===== src/rtl/muldiv_ctrl.sv =====
// RV32M execute-stage sequencer: iterative shift-add multiply / restoring divide with sign fix-up.
// Optional `MULDIV_EARLY_OUT_EN: divide-by-zero, signed overflow and multiply-by-zero finish after one BUSY cycle.
module muldiv_ctrl #(
    parameter int WIDTH = 32
) (
    input  logic             clk,
    input  logic             rst_n,
    input  logic             Start_E,
    input  logic [2:0]       MdOp_E,
    input  logic [WIDTH-1:0] SrcA_E,
    input  logic [WIDTH-1:0] SrcB_E,
    input  logic             Flush_E,
    output logic             Stall_MD,
    output logic             Done_MD,
    output logic [WIDTH-1:0] Result_MD
);

    localparam int CW = (WIDTH > 1) ? $clog2(WIDTH) : 1;
    localparam logic [WIDTH-1:0] ZERO     = {WIDTH{1'b0}};
    localparam logic [WIDTH-1:0] ALL_ONES = {WIDTH{1'b1}};
    localparam logic [WIDTH-1:0] MOST_NEG = {1'b1, {(WIDTH-1){1'b0}}};

    typedef enum logic [1:0] {
        S_IDLE = 2'b00,
        S_BUSY = 2'b01,
        S_DONE = 2'b10
    } state_t;

    state_t             r_state;
    logic [CW-1:0]      r_cnt;
    logic [2:0]         r_op;
    logic [2*WIDTH-1:0] r_acc;
    logic [WIDTH-1:0]   r_opnd;
    logic [WIDTH-1:0]   r_a_raw;
    logic               r_neg_q;
    logic               r_neg_r;
    logic               r_dz;
    logic               r_ovf;
    logic               r_done;
    logic [WIDTH-1:0]   r_result;
`ifdef MULDIV_EARLY_OUT_EN
    logic               r_mzero;
    logic               w_mzero;
    logic               w_early;
`endif

    logic               w_sa;
    logic               w_sb;
    logic               w_neg_a;
    logic               w_neg_b;
    logic [WIDTH-1:0]   w_mag_a;
    logic [WIDTH-1:0]   w_mag_b;
    logic               w_dz;
    logic               w_ovf;
    logic [WIDTH:0]     w_mul_sum;
    logic [WIDTH:0]     w_rem_sh;
    logic               w_rem_ge;
    logic [WIDTH-1:0]   w_rem_sub;
    logic [2*WIDTH-1:0] w_acc_nxt;
    logic [WIDTH-1:0]   w_hi_fix;
    logic [WIDTH-1:0]   w_quot_fix;
    logic [WIDTH-1:0]   w_rem_fix;
    logic [WIDTH-1:0]   w_result;

    // Operand decode: signedness per funct3, magnitudes and special-case detection
    always_comb begin
        w_sa    = (MdOp_E == 3'b001) || (MdOp_E == 3'b010) || (MdOp_E[2] && !MdOp_E[0]);
        w_sb    = (MdOp_E == 3'b001) || (MdOp_E[2] && !MdOp_E[0]);
        w_neg_a = w_sa && SrcA_E[WIDTH-1];
        w_neg_b = w_sb && SrcB_E[WIDTH-1];
        w_mag_a = w_neg_a ? -SrcA_E : SrcA_E;
        w_mag_b = w_neg_b ? -SrcB_E : SrcB_E;
        w_dz    = MdOp_E[2] && (SrcB_E == ZERO);
        w_ovf   = MdOp_E[2] && !MdOp_E[0] && (SrcA_E == MOST_NEG) && (SrcB_E == ALL_ONES);
`ifdef MULDIV_EARLY_OUT_EN
        w_mzero = !MdOp_E[2] && ((SrcA_E == ZERO) || (SrcB_E == ZERO));
        w_early = w_dz || w_ovf || w_mzero;
`endif
    end

    // One iteration: multiply adds into the upper half then shifts right; divide is a restoring step
    always_comb begin
        w_mul_sum = {1'b0, r_acc[2*WIDTH-1:WIDTH]}
                  + (r_acc[0] ? {1'b0, r_opnd} : {(WIDTH+1){1'b0}});
        w_rem_sh  = {r_acc[2*WIDTH-1:WIDTH], r_acc[WIDTH-1]};
        w_rem_ge  = (w_rem_sh >= {1'b0, r_opnd});
        w_rem_sub = w_rem_sh[WIDTH-1:0] - r_opnd;
        if (r_op[2]) begin
            w_acc_nxt = {(w_rem_ge ? w_rem_sub : w_rem_sh[WIDTH-1:0]), r_acc[WIDTH-2:0], w_rem_ge};
        end else begin
            w_acc_nxt = {w_mul_sum, r_acc[WIDTH-1:1]};
        end
    end

    // Final result from the last iteration; high product half negated as ~hi + (lo == 0)
    always_comb begin
        w_hi_fix   = r_neg_q ? (~w_acc_nxt[2*WIDTH-1:WIDTH]
                                + {{(WIDTH-1){1'b0}}, (w_acc_nxt[WIDTH-1:0] == ZERO)})
                             : w_acc_nxt[2*WIDTH-1:WIDTH];
        w_quot_fix = r_neg_q ? -w_acc_nxt[WIDTH-1:0] : w_acc_nxt[WIDTH-1:0];
        w_rem_fix  = r_neg_r ? -w_acc_nxt[2*WIDTH-1:WIDTH] : w_acc_nxt[2*WIDTH-1:WIDTH];
        case (r_op)
            3'b000:                 w_result = w_acc_nxt[WIDTH-1:0];
            3'b001, 3'b010, 3'b011: w_result = w_hi_fix;
            3'b100, 3'b101: begin
                if (r_dz) begin
                    w_result = ALL_ONES;
                end else if (r_ovf) begin
                    w_result = r_a_raw;
                end else begin
                    w_result = w_quot_fix;
                end
            end
            3'b110, 3'b111: begin
                if (r_dz) begin
                    w_result = r_a_raw;
                end else if (r_ovf) begin
                    w_result = ZERO;
                end else begin
                    w_result = w_rem_fix;
                end
            end
            default:                w_result = ZERO;
        endcase
`ifdef MULDIV_EARLY_OUT_EN
        if (r_mzero) begin
            w_result = ZERO;
        end else begin
            w_result = w_result;
        end
`endif
    end

    // Sequencer FSM with registered Done/Result
    always_ff @(posedge clk or negedge rst_n) begin
        if (!rst_n) begin
            r_state  <= S_IDLE;
            r_cnt    <= {CW{1'b0}};
            r_op     <= 3'b000;
            r_acc    <= {(2*WIDTH){1'b0}};
            r_opnd   <= ZERO;
            r_a_raw  <= ZERO;
            r_neg_q  <= 1'b0;
            r_neg_r  <= 1'b0;
            r_dz     <= 1'b0;
            r_ovf    <= 1'b0;
            r_done   <= 1'b0;
            r_result <= ZERO;
`ifdef MULDIV_EARLY_OUT_EN
            r_mzero  <= 1'b0;
`endif
        end else if (Flush_E) begin
            r_state <= S_IDLE;
            r_done  <= 1'b0;
        end else begin
            case (r_state)
                S_IDLE: begin
                    r_done <= 1'b0;
                    if (Start_E) begin
                        r_state <= S_BUSY;
                        r_op    <= MdOp_E;
                        r_a_raw <= SrcA_E;
                        r_neg_q <= w_neg_a ^ w_neg_b;
                        r_neg_r <= w_neg_a;
                        r_dz    <= w_dz;
                        r_ovf   <= w_ovf;
                        if (MdOp_E[2]) begin
                            r_acc  <= {ZERO, w_mag_a};
                            r_opnd <= w_mag_b;
                        end else begin
                            r_acc  <= {ZERO, w_mag_b};
                            r_opnd <= w_mag_a;
                        end
`ifdef MULDIV_EARLY_OUT_EN
                        r_mzero <= w_mzero;
                        r_cnt   <= w_early ? {CW{1'b0}} : CW'(WIDTH-1);
`else
                        r_cnt   <= CW'(WIDTH-1);
`endif
                    end else begin
                        r_state <= S_IDLE;
                    end
                end
                S_BUSY: begin
                    r_acc <= w_acc_nxt;
                    if (r_cnt == {CW{1'b0}}) begin
                        r_state  <= S_DONE;
                        r_done   <= 1'b1;
                        r_result <= w_result;
                    end else begin
                        r_cnt <= r_cnt - CW'(1);
                    end
                end
                S_DONE: begin
                    r_state <= S_IDLE;
                    r_done  <= 1'b0;
                end
                default: begin
                    r_state <= S_IDLE;
                    r_done  <= 1'b0;
                end
            endcase
        end
    end

    // Stall covers the accept cycle and every BUSY cycle, dropped by a flush
    always_comb begin
        Stall_MD = 1'b0;
        if (Flush_E) begin
            Stall_MD = 1'b0;
        end else if (r_state == S_BUSY) begin
            Stall_MD = 1'b1;
        end else if (r_state == S_IDLE) begin
            Stall_MD = Start_E;
        end else begin
            Stall_MD = 1'b0;
        end
    end

    assign Done_MD   = r_done;
    assign Result_MD = r_result;

endmodule


===== config.mk =====
export PLATFORM = sky130hd
export DESIGN_NAME = muldiv_ctrl
export DESIGN_NICKNAME = d
export VERILOG_FILES = /design/src/rtl/muldiv_ctrl.sv
export SDC_FILE = /design/constraint.sdc
export NUM_CORES = 1
export LEC_CHECK = 0
export CAP_MARGIN = 0
export CORE_MARGIN = 1.5
export CORE_UTILIZATION = 35
export DETAILED_ROUTE_END_ITERATION = 8
export GPL_TIMING_DRIVEN = 0
export PLACE_DENSITY = 0.63
export SETUP_SLACK_MARGIN = 0.05
export SKIP_CTS_REPAIR_TIMING = 1
export SYNTH_ARGS = -nofsm -noshare
export SYNTH_HDL_FRONTEND = slang
export SYNTH_SLANG_ARGS = --single-unit
export TNS_END_PERCENT = 10

===== constraint.sdc =====
create_clock -name clk -period 5.7 [get_ports clk]
set_input_delay 0.855 -clock clk [delete_from_list [all_inputs] [get_ports clk]]
set_output_delay 0.855 -clock clk [all_outputs]
set_load 0.02 [all_outputs]

# Yosys cells after proc, flatten, opt, wreduce, memory -nomap -nowiden
# Cells that the tools add are included.
[word_totals]
output_inout_bits = 34
register_bits = 175
word_cells = 92
inputBits = 71
[op_classes]
mux = 30
reduce_logical = 23
n_addsub = 8
n_bitwise = 3
order_cmp = 1
eq_ne = 15
[ops]
columns = ["operator", "count"]
rows = [
  ["32-bit 2-to-1 mux", 13],
  ["64-bit 2-to-1 mux", 2],
  ["32-bit negator", 4],
  ["32-bit case mux with 4 select lines", 1],
  ["64-bit case mux with 2 select lines", 1],
  ["32-bit == test (second input constant)", 2],
  ["32-bit logical NOT", 2],
  ["32-bit by 32-bit adder with 33-bit output", 1],
  ["33-bit by 32-bit >= comparator with 1-bit output", 1],
  ["32-bit by 1-bit adder with 32-bit output", 1],
  ["32-bit inverter", 1],
  ["32-bit subtractor", 1],
  ["3-bit == test (second input constant)", 4],
  ["5-bit 2-to-1 mux", 2],
  ["5-bit case mux with 2 select lines", 1],
  ["3-bit by 2-bit == test with 1-bit output (second input constant)", 3],
  ["3-bit AND reduction", 3],
  ["1-bit 2-to-1 mux", 7],
  ["3-bit by 1-bit == test with 1-bit output (second input constant)", 2],
  ["1-bit logical AND", 6],
  ["5-bit logical NOT", 1],
  ["5-bit by 1-bit subtractor with 5-bit output (second input constant)", 1],
  ["2-bit 2-to-1 mux", 2],
  ["2-bit != test (second input constant)", 2],
  ["other kinds (13)", 16],
]

# Depth between registers and ports, before layout
# Gate-level depths: netlist of run 1.
[depth]
depth_word = 8
depth_mapped = 25
ltp_nobuf = 22

# Worst setup path before layout of run 1
# No wires, ideal clock.
[synth_path]
path_type = "register -> register"
startpoint = "reg r_acc[61]"
endpoint = "reg r_result[25] (netlist: Result_MD[25])"
path_slack_ns = 0.699
path_stages_with_launch = 24
arrival_time_ns = 4.935
setup_ns = 0.066
path_buffers = 2
synth_period_minus_slack_ns = 5.001
t_required_ns = 5.634
cell_sequence = "dfrtp_1 -> ha_1 -> and4b_1 -> a2111o_1 -> and4_4 -> a211oi_4 -> buf_4 -> a31o_2 -> buf_2 -> ha_1 -> nand4_1 -> nor3_1 -> nand3_1 -> nor3_1 -> ha_1 -> and3_1 -> a41o_1 -> nand4_1 -> inv_2 -> nor2_1 -> or3b_1 -> mux2i_1 -> a221o_1 -> a22o_1"
[synth_via]
elab_chain_cells = 8
word_cells_on_any_way = 16
cone_classes = "3 x add/sub; 1 x order compare; 10 x mux; 1 x bitwise; 1 x reduce/logical"
[synth_rtl]
columns = ["item", "line_no", "rtl"]
rows = [
  ["start: declaration", "32", "logic [2*WIDTH-1:0] r_acc;"],
  ["start signal: assignment", "140", "r_acc <= {(2*WIDTH){1'b0}};"],
  ["start signal: assignment", "168", "r_acc <= {ZERO, w_mag_a};"],
  ["start signal: assignment", "171", "r_acc <= {ZERO, w_mag_b};"],
  ["33-bit by 32-bit >= comparator with 1-bit output (*)", "86", "w_rem_ge = (w_rem_sh >= {1'b0, r_opnd});"],
  ["32-bit 2-to-1 mux", "89", "w_acc_nxt = {(w_rem_ge ? w_rem_sub : w_rem_sh[WIDTH-1:0]), r_acc[WIDTH-2:0], w_rem_ge};"],
  ["64-bit 2-to-1 mux (*)", "88", "if (r_op[2]) begin"],
  ["32-bit negator", "101", "w_rem_fix = r_neg_r ? -w_acc_nxt[2*WIDTH-1:WIDTH] : w_acc_nxt[2*WIDTH-1:WIDTH];"],
  ["32-bit 2-to-1 mux", "101", ""],
  ["32-bit 2-to-1 mux", "117", "end else if (r_ovf) begin"],
  ["32-bit 2-to-1 mux", "115", "if (r_dz) begin"],
  ["32-bit case mux with 4 select lines (*)", "102", "case (r_op)"],
  ["end signal: assignment", "189", "r_result <= w_result;"],
  ["end: declaration", "40", "logic [WIDTH-1:0] r_result;"],
]
# Mark *: on every way between the ends. The rest lies on a longest branch, timed or not.
# A chain may end at the register's enable or synchronous reset.

# Worst setup path in the final report of run 1
[layout_path]
startpoint = "reg r_op[2]"
endpoint = "reg r_result[18] (netlist: Result_MD[18])"
[layout_via]
elab_chain_cells = 6
word_cells_on_any_way = 25
cone_classes = "3 x add/sub; 7 x eq/ne; 9 x mux; 1 x bitwise; 5 x reduce/logical"
[layout_rtl]
columns = ["item", "line_no", "rtl"]
rows = [
  ["start: declaration", "31", "logic [2:0] r_op;"],
  ["start signal: assignment", "161", "r_op <= MdOp_E;"],
  ["parallel branches: the longest is 5 deep, another holds 32-bit by 1-bit adder with 32-bit output", "--", ""],
  ["32-bit case mux with 4 select lines (*)", "102", ""],
]
# Mark *: on every way between the ends.

==> impl_metrics.py, run 1 <==
metrics = {
    "run_status": {
        "status": "complete, but fails checks",
        "violations": "negative setup slack",
    },
    "hold_path": {
        "hold_class": "input port to async pin",
    },
    "global_route": {
        "grt_pass1_wl_um": 135300,
        "gr-total-overflow": 0,
        "grt_pass1_vias": 19680,
        "grtUsageTotal_pct": 35.05,
        "grt_antenna_before_repair": 3,
        "grt_start_max_net_pins": 115,
    },
    "sta": {
        "fin_crit_ns": 5.700,
        "relSlewSlack_pct": 2.837,
        "setup_viol": 1,
        "skew_ns": 0.01611,
        "fmaxAchievable_ghz": 0.1754,
        "whs_ns": 0.2788,
        "rsz0062_at_grt": "true",
        "post-route-period-util_pct": 100.0,
        "fin_ws_ns": -0.00005329,
        "hold_viol_final": 0,
        "fin_setup_tns_ns": -0.00005329,
        "finalMaxSlewViolations": 0,
        "tightest_slew_ns": 1.446,
    },
    "detailed_routing": {
        "final_antenna_net_count": 0,
        "drt-pass1-iter-count": 8,
        "drt-total-wl_um": 94130,
        "drtIter0Drc": 2434,
        "viasPerCell": 6.274,
        "vias": 20740,
        "drc_errors": 0,
        "wl_per_cell_um": 28.48,
    },
    "die": {
        "ioPinCount": 105,
        "die_h_um": 230.4,
        "die_w_um": 230.4,
        "core_mm2": 0.05120,
        "dieArea_mm2": 0.05307,
        "rows": 83,
        "start_util_pct": 35.34,
    },
    "clocking": {
        "clock_path_buffers": 2,
        "tritoncts": "built",
        "cts-buffers-inserted": 17,
        "cts.sinks": 175,
        "clk_pin_slew_ns": 0.08,
        "ctsRootBufferMaster": "clkbuf_16",
        "clock_latency_ns": 0.51,
        "htree_levels": 4,
    },
    "yosys": {
        "synth_area_leader_cell": "dfrtp_1",
        "synth-edff-count": 0,
        "synth_seq_cells": 175,
        "ys.flop_type": "dfrtp_1",
        "netlist_area_mm2": 0.01809,
        "yosysUniqueCellTypes": 112,
        "synth_nets": 2621,
        "synth_most_common_cell": "nand2_1",
        "synthCells": 2475,
        "yosysWarnings": 0,
        "avgSynthCellArea_um2": 7.311,
        "ys_seq_area_share_pct": 24.20,
        "synthTopCellsByArea": "dfrtp_1 (24%), nand2_1 (8.4%), o21ai_0 (7.2%)",
        "synth.top_cells.by_count": "nand2_1 (406), o21ai_0 (262), a21oi_1 (212), nor2_1 (186), dfrtp_1 (175)",
        "synth_top_area_share_pct": 24.20,
        "ys_async_sr_fraction_pct": 100.0,
    },
    "job": {
        "drv_cap": 0,
    },
    "layout": {
        "syn_to_final_growth_pct": 15.94,
        "final_layout_size_suffix_gt1_share_pct": 7.927,
        "nets": 2757,
    },
    "critical_path": {
        "path_max_fanout": 10,
        "worstPathArrival_ns": 6.07,
        "worstPathRequired_ns": 6.07,
        "endpoint_kind": "flip-flop",
        "path_class": "flip-flop to flip-flop",
        "cp-start-kind": "flip-flop",
    },
    "place": {
        "dp_hpwl_um": 76170,
        "gp_congestion": 1.036,
        "io_buffers": 103,
    },
    "power": {
        "p_per_area_mw_per_mm2": 436.2,
        "p_leak_nw": 8.430,
        "ir_worst_vdd_mv": 0.1803,
    },
}
## final timing paths
check | start | slack [ns] | to | cells after the start
worst min register to register | Result_MD[0]$_DFFE_PN0P_ | 0.48 | Result_MD[0]$_DFFE_PN0P_ | 2
worst max register to register | r_op[2]$_DFFE_PN0P_ | -0.00005 | Result_MD[18]$_DFFE_PN0P_ | 20
min in group clk | Result_MD[0]$_DFFE_PN0P_ | 0.48 | Result_MD[0]$_DFFE_PN0P_ | 2
worst min-delay path | rst_n | 0.28 | r_a_raw[23]$_DFFE_PN0P_ | 1
worst max-delay path | r_op[2]$_DFFE_PN0P_ | -0.00005 | Result_MD[18]$_DFFE_PN0P_ | 20
max in group asynchronous | rst_n | 4.39 | r_opnd[19]$_DFFE_PN0P_ | 2
## sequential cells by signal (all words and copies together) (netlist names)
register	flops
r_op	3
r_opnd	32
Done_MD	1
r_acc	64
r_ovf	1
r_neg_r	1
r_cnt	5
r_neg_q	1
Result_MD	32
r_a_raw	32
r_dz	1
r_state	2
## per-layer routing
metal,track usage (%),part of all wire (%),vias to the layer above
li1,-,-,9263
met1,44.89,41,10100
met2,54.46,44,1097
met3,7.745,8.9,273
met4,19.71,6.1,4
met5,0,0.031,-
## report_power, final
part           leakage, nW  switching [mW]  total (mW)  internal, mW
combinational         5.93            3.99        6.03          2.04
sequential            2.22           0.437        1.90          1.46
clock                0.282           0.638        1.22         0.582
total                 8.43            5.06        9.15          4.09
## worst max-delay path: stages, from the launching register on
cell and delay (ns):
dfrtp_1 0.52, buf_2 0.35, clkbuf_4 0.32, buf_4 0.32
clkbuf_4 0.34, clkbuf_4 0.31, clkbuf_4 0.30, clkbuf_4 0.37
clkbuf_4 0.36, a21oi_1 0.20, ha_1 0.31, nand2_1 0.09
a21oi_1 0.05, a41o_1 0.29, nand4_1 0.32, nor2_1 0.13
nand2_1 0.20, o21ai_0 0.14, a22o_1 0.23, o21ai_0 0.28
a21oi_1 0.11
## cells by family after synthesis
logic type | count (synthesis) | synth area share (%)
DFF | 175 | 24.20
and+or+nand+nor | 927 | 24.24
muxes | 64 | 3.700
buffers and inverters | 239 | 5.214
xor gates and xnor gates | 167 | 8.084
adders and majority gates | 75 | 5.269
AOI/OAI and AO/OA | 828 | 29.29
## layout by cell type, fill, tap and decap left out, types with 15 or more instances in the layout
master / count
o31ai_1: 24
and2_1: 50
clkbuf_1: 101
ha_1: 68
buf_2: 17
nand3_1: 54
nand2_1: 406
nor3_1: 48
o21a_1: 18
mux2i_1: 48
a21oi_1: 207
or3_1: 27
and3_1: 15
a21o_1: 30
a211oi_1: 29
o211ai_1: 28
xor2_1: 59
a31oi_1: 25
nor2b_1: 15
xnor2_1: 107
clkbuf_16: 17
o21ai_1: 23
inv_1: 80
o21ai_0: 259
nand4_1: 30
clkdlybuf4s50_1: 102
buf_4: 21
nor2_1: 184
o22ai_1: 20
nor4_1: 21
dfrtp_1: 165
## cell type report
cell class,instances,area [um2]
clock buffer,18,429.2
tap,680,850.8
inverter,83,311.5
sequential,175,4392
clock inverter,14,146.4
antenna,1,2.502
fill,5426,30220
buffer,150,658.1
timing repair buffer,123,1206
multi-input combinational,2061,12980
## stage by stage
step | setup WS (ns) | cell area [um2] | std cells | total power, mW | util (%)
after global placement | -3.958 | 19980 | 3258 | 7.495 | 39.02
after CTS | -0.8274 | 20610 | 3293 | 8.765 | 40.26
final | -0.00005329 | 20980 | 3305 | 9.151 | 40.97
after detailed placement | -0.7814 | 20040 | 3261 | 7.526 | 39.13
after global routing | -0.04970 | 20980 | 3304 | 9.542 | 40.97
after floorplan | 0.6994 | 18090 | 2475 | 5.460 | -
(Power assumes the default switching activity.)
==> run 2, diff against run 1 <==
--- a/config.mk
+++ b/config.mk
@@ -12,7 +12,6 @@
 export GPL_TIMING_DRIVEN = 0
 export PLACE_DENSITY = 0.63
 export SETUP_SLACK_MARGIN = 0.05
-export SKIP_CTS_REPAIR_TIMING = 1
 export SYNTH_ARGS = -nofsm -noshare
 export SYNTH_HDL_FRONTEND = slang
 export SYNTH_SLANG_ARGS = --single-unit
==> run 2 against run 1 <==
Worst hold slack worse by 0.0062 ns. The flow now finishes without violations. Highest routed layer unchanged. Via count is 0.81% higher. Critical endpoint is now Result_MD[8]$_DFFE_PN0P_. Largest cell class unchanged. Critical path depth decreased by 1.
==> impl_metrics.py, run 2 (same netlist as run 1, synthesis figures left out) <==
metrics = {
    "place": {
        "gp_congestion": 1.036,
        "io_buffers": 103,
        "pre_cts_ws_ns": -0.7814,
        "dp_hpwl_um": 76170,
    },
    "critical_path": {
        "cp-start-kind": "flip-flop",
        "endpoint_kind": "flip-flop",
        "worstPathArrival_ns": 5.99,
        "worstPathRequired_ns": 6.06,
        "path_max_fanout": 19,
        "path_class": "flip-flop to flip-flop",
    },
    "clocking": {
        "cts.sinks": 175,
        "clk_pin_slew_ns": 0.08,
        "ctsRootBufferMaster": "clkbuf_16",
        "htree_levels": 4,
        "clock_latency_ns": 0.52,
        "cts-buffers-inserted": 17,
        "clock_path_buffers": 2,
        "tritoncts": "built",
    },
    "die": {
        "core_mm2": 0.05120,
        "ioPinCount": 105,
        "rows": 83,
        "start_util_pct": 35.34,
        "die_h_um": 230.4,
        "die_w_um": 230.4,
        "dieArea_mm2": 0.05307,
    },
    "sta": {
        "post-route-period-util_pct": 98.73,
        "tightest_slew_ns": 1.381,
        "fmaxAchievable_ghz": 0.1777,
        "setup_viol": 0,
        "rsz0062_at_grt": "true",
        "hold_viol_final": 0,
        "fin_setup_tns_ns": 0,
        "fin_ws_ns": 0.07237,
        "skew_ns": 0.01664,
        "relSlewSlack_pct": 7.204,
        "fin_crit_ns": 5.628,
        "finalMaxSlewViolations": 0,
    },
    "layout": {
        "multi_input_area_mm2": 0.01300,
        "final_common_cell": "nand2_1",
        "n_fill_cell": 5423,
        "seqCellArea_mm2": 0.004389,
        "largest-register": "r_acc",
        "largest_reg_flops": 64,
        "syn_to_final_growth_pct": 15.64,
        "final_layout_size_suffix_gt1_share_pct": 7.566,
        "nets": 2750,
        "mostFrequentLayoutCells": "nand2_1 (406), o21ai_0 (259), a21oi_1 (206), nor2_1 (184), dfrtp_1 (167)",
    },
    "run_status": {
        "status": "finished clean",
    },
    "power": {
        "p_leak_nw": 8.388,
        "ir_worst_vdd_mv": 0.1817,
        "p_per_area_mw_per_mm2": 435.8,
    },
    "hold_path": {
        "hold_class": "input port to async pin",
    },
    "global_route": {
        "grtUsageMet1_pct": 45.37,
        "grt_start_max_net_pins": 115,
        "grtUsageTotal_pct": 35.03,
        "gr-total-overflow": 0,
        "use_met2_pct": 54.77,
        "busiest_layer": "met2",
        "grt_antenna_before_repair": 3,
        "met3_usage_pct": 7.127,
        "grt_pass1_vias": 19610,
        "grt_pass1_wl_um": 135400,
    },
    "detailed_routing": {
        "drt-total-wl_um": 94040,
        "drc_errors": 0,
        "vias": 20900,
        "viasPerCell": 6.335,
        "drt-pass1-iter-count": 6,
        "wl_per_cell_um": 28.50,
        "drtIter0Drc": 2547,
        "final_antenna_net_count": 0,
    },
    "job": {
        "drv_cap": 0,
    },
}
==> run 2: cell count changes in the layout (fill, tap and decap cells not counted), sizes merged <==
| cell | change |
|---|---|
| buf | -4 |
| clkbuf | -3 |
| diode | +2 |
==> run 2: worst max-delay path, cell delays in order, from the launching register on <==
cell and delay [ns]:
dfrtp_1 0.52, buf_2 0.38, buf_2 0.37, buf_4 0.36, buf_2 0.39, buf_2 0.39
clkbuf_4 0.35, buf_6 0.29, a21oi_1 0.21, ha_1 0.31, nand2_1 0.09, a21oi_1 0.05
a41o_1 0.29, nand4_1 0.33, nor2_1 0.13, nor2b_1 0.12, o21ai_0 0.08, o21a_1 0.21
a221oi_1 0.44, o21ai_0 0.14
==> run 2: metrics by stage <==
step	instances	util [%]	hold slack (ns)	instance area (um2)	power (mW)
floorplan	2475	-	0.4470	18090	5.460
global placement	3258	39.02	0.4548	19980	7.495
detailed placement	3261	39.13	0.4674	20040	7.526
CTS	3297	40.55	0.2896	20760	8.826
global route	3297	40.85	0.3073	20920	9.497
finish	3300	40.87	0.2726	20920	9.118
==> run 2: path summary, 6_finish.rpt <==
kind                                          startpoint                       end  slack, ns  cells past startpoint
worst max-delay path                 r_op[2]$_DFFE_PN0P_  Result_MD[8]$_DFFE_PN0P_       0.07                     19
worst min-delay path                               rst_n   r_a_raw[23]$_DFFE_PN0P_       0.27                      1
max in group asynchronous                          rst_n    r_opnd[18]$_DFFE_PN0P_       4.37                      2
worst max register to register       r_op[2]$_DFFE_PN0P_  Result_MD[8]$_DFFE_PN0P_       0.07                     19
worst min register to register  Result_MD[0]$_DFFE_PN0P_  Result_MD[0]$_DFFE_PN0P_       0.48                      2
min in group clk                Result_MD[0]$_DFFE_PN0P_  Result_MD[0]$_DFFE_PN0P_       0.48                      2
==> run 2: area by class of cell <==
type	count	share of cell area, %
clock buffers	18	2.051
clock inverters	14	0.6997
plain buffers	152	3.122
multi-input cells	2061	62.12
well taps	680	4.066
repair buffers	114	5.442
inverters	83	1.489
diodes	3	0.03588
flip-flops and latches	175	20.98
==> run 2: layer usage <==
layer / vias up / wire length, um
met4: 6 / 5585
met2: 1182 / 41500
met3: 279 / 8109
met1: 10190 / 38800
li1: 9250 / -
met5: - / 44
==> run 2: report_power, final <==
| part | internal, mW | switching, mW |
|---|---|---|
| Combinational | 2.00 | 3.99 |
| Sequential | 1.46 | 0.438 |
| Clock | 0.582 | 0.643 |
==> run 2: timing repair <==
| item | CTS | global route |
|---|---|---|
| hold buffers | 0 | 0 |
| resized for setup | 36 | 42 |
| setup endpoints to repair | 31 | 23 |
| pin swaps | 5 | 7 |
| cloned | 0 | 0 |
| setup buffers | 5 | 3 |
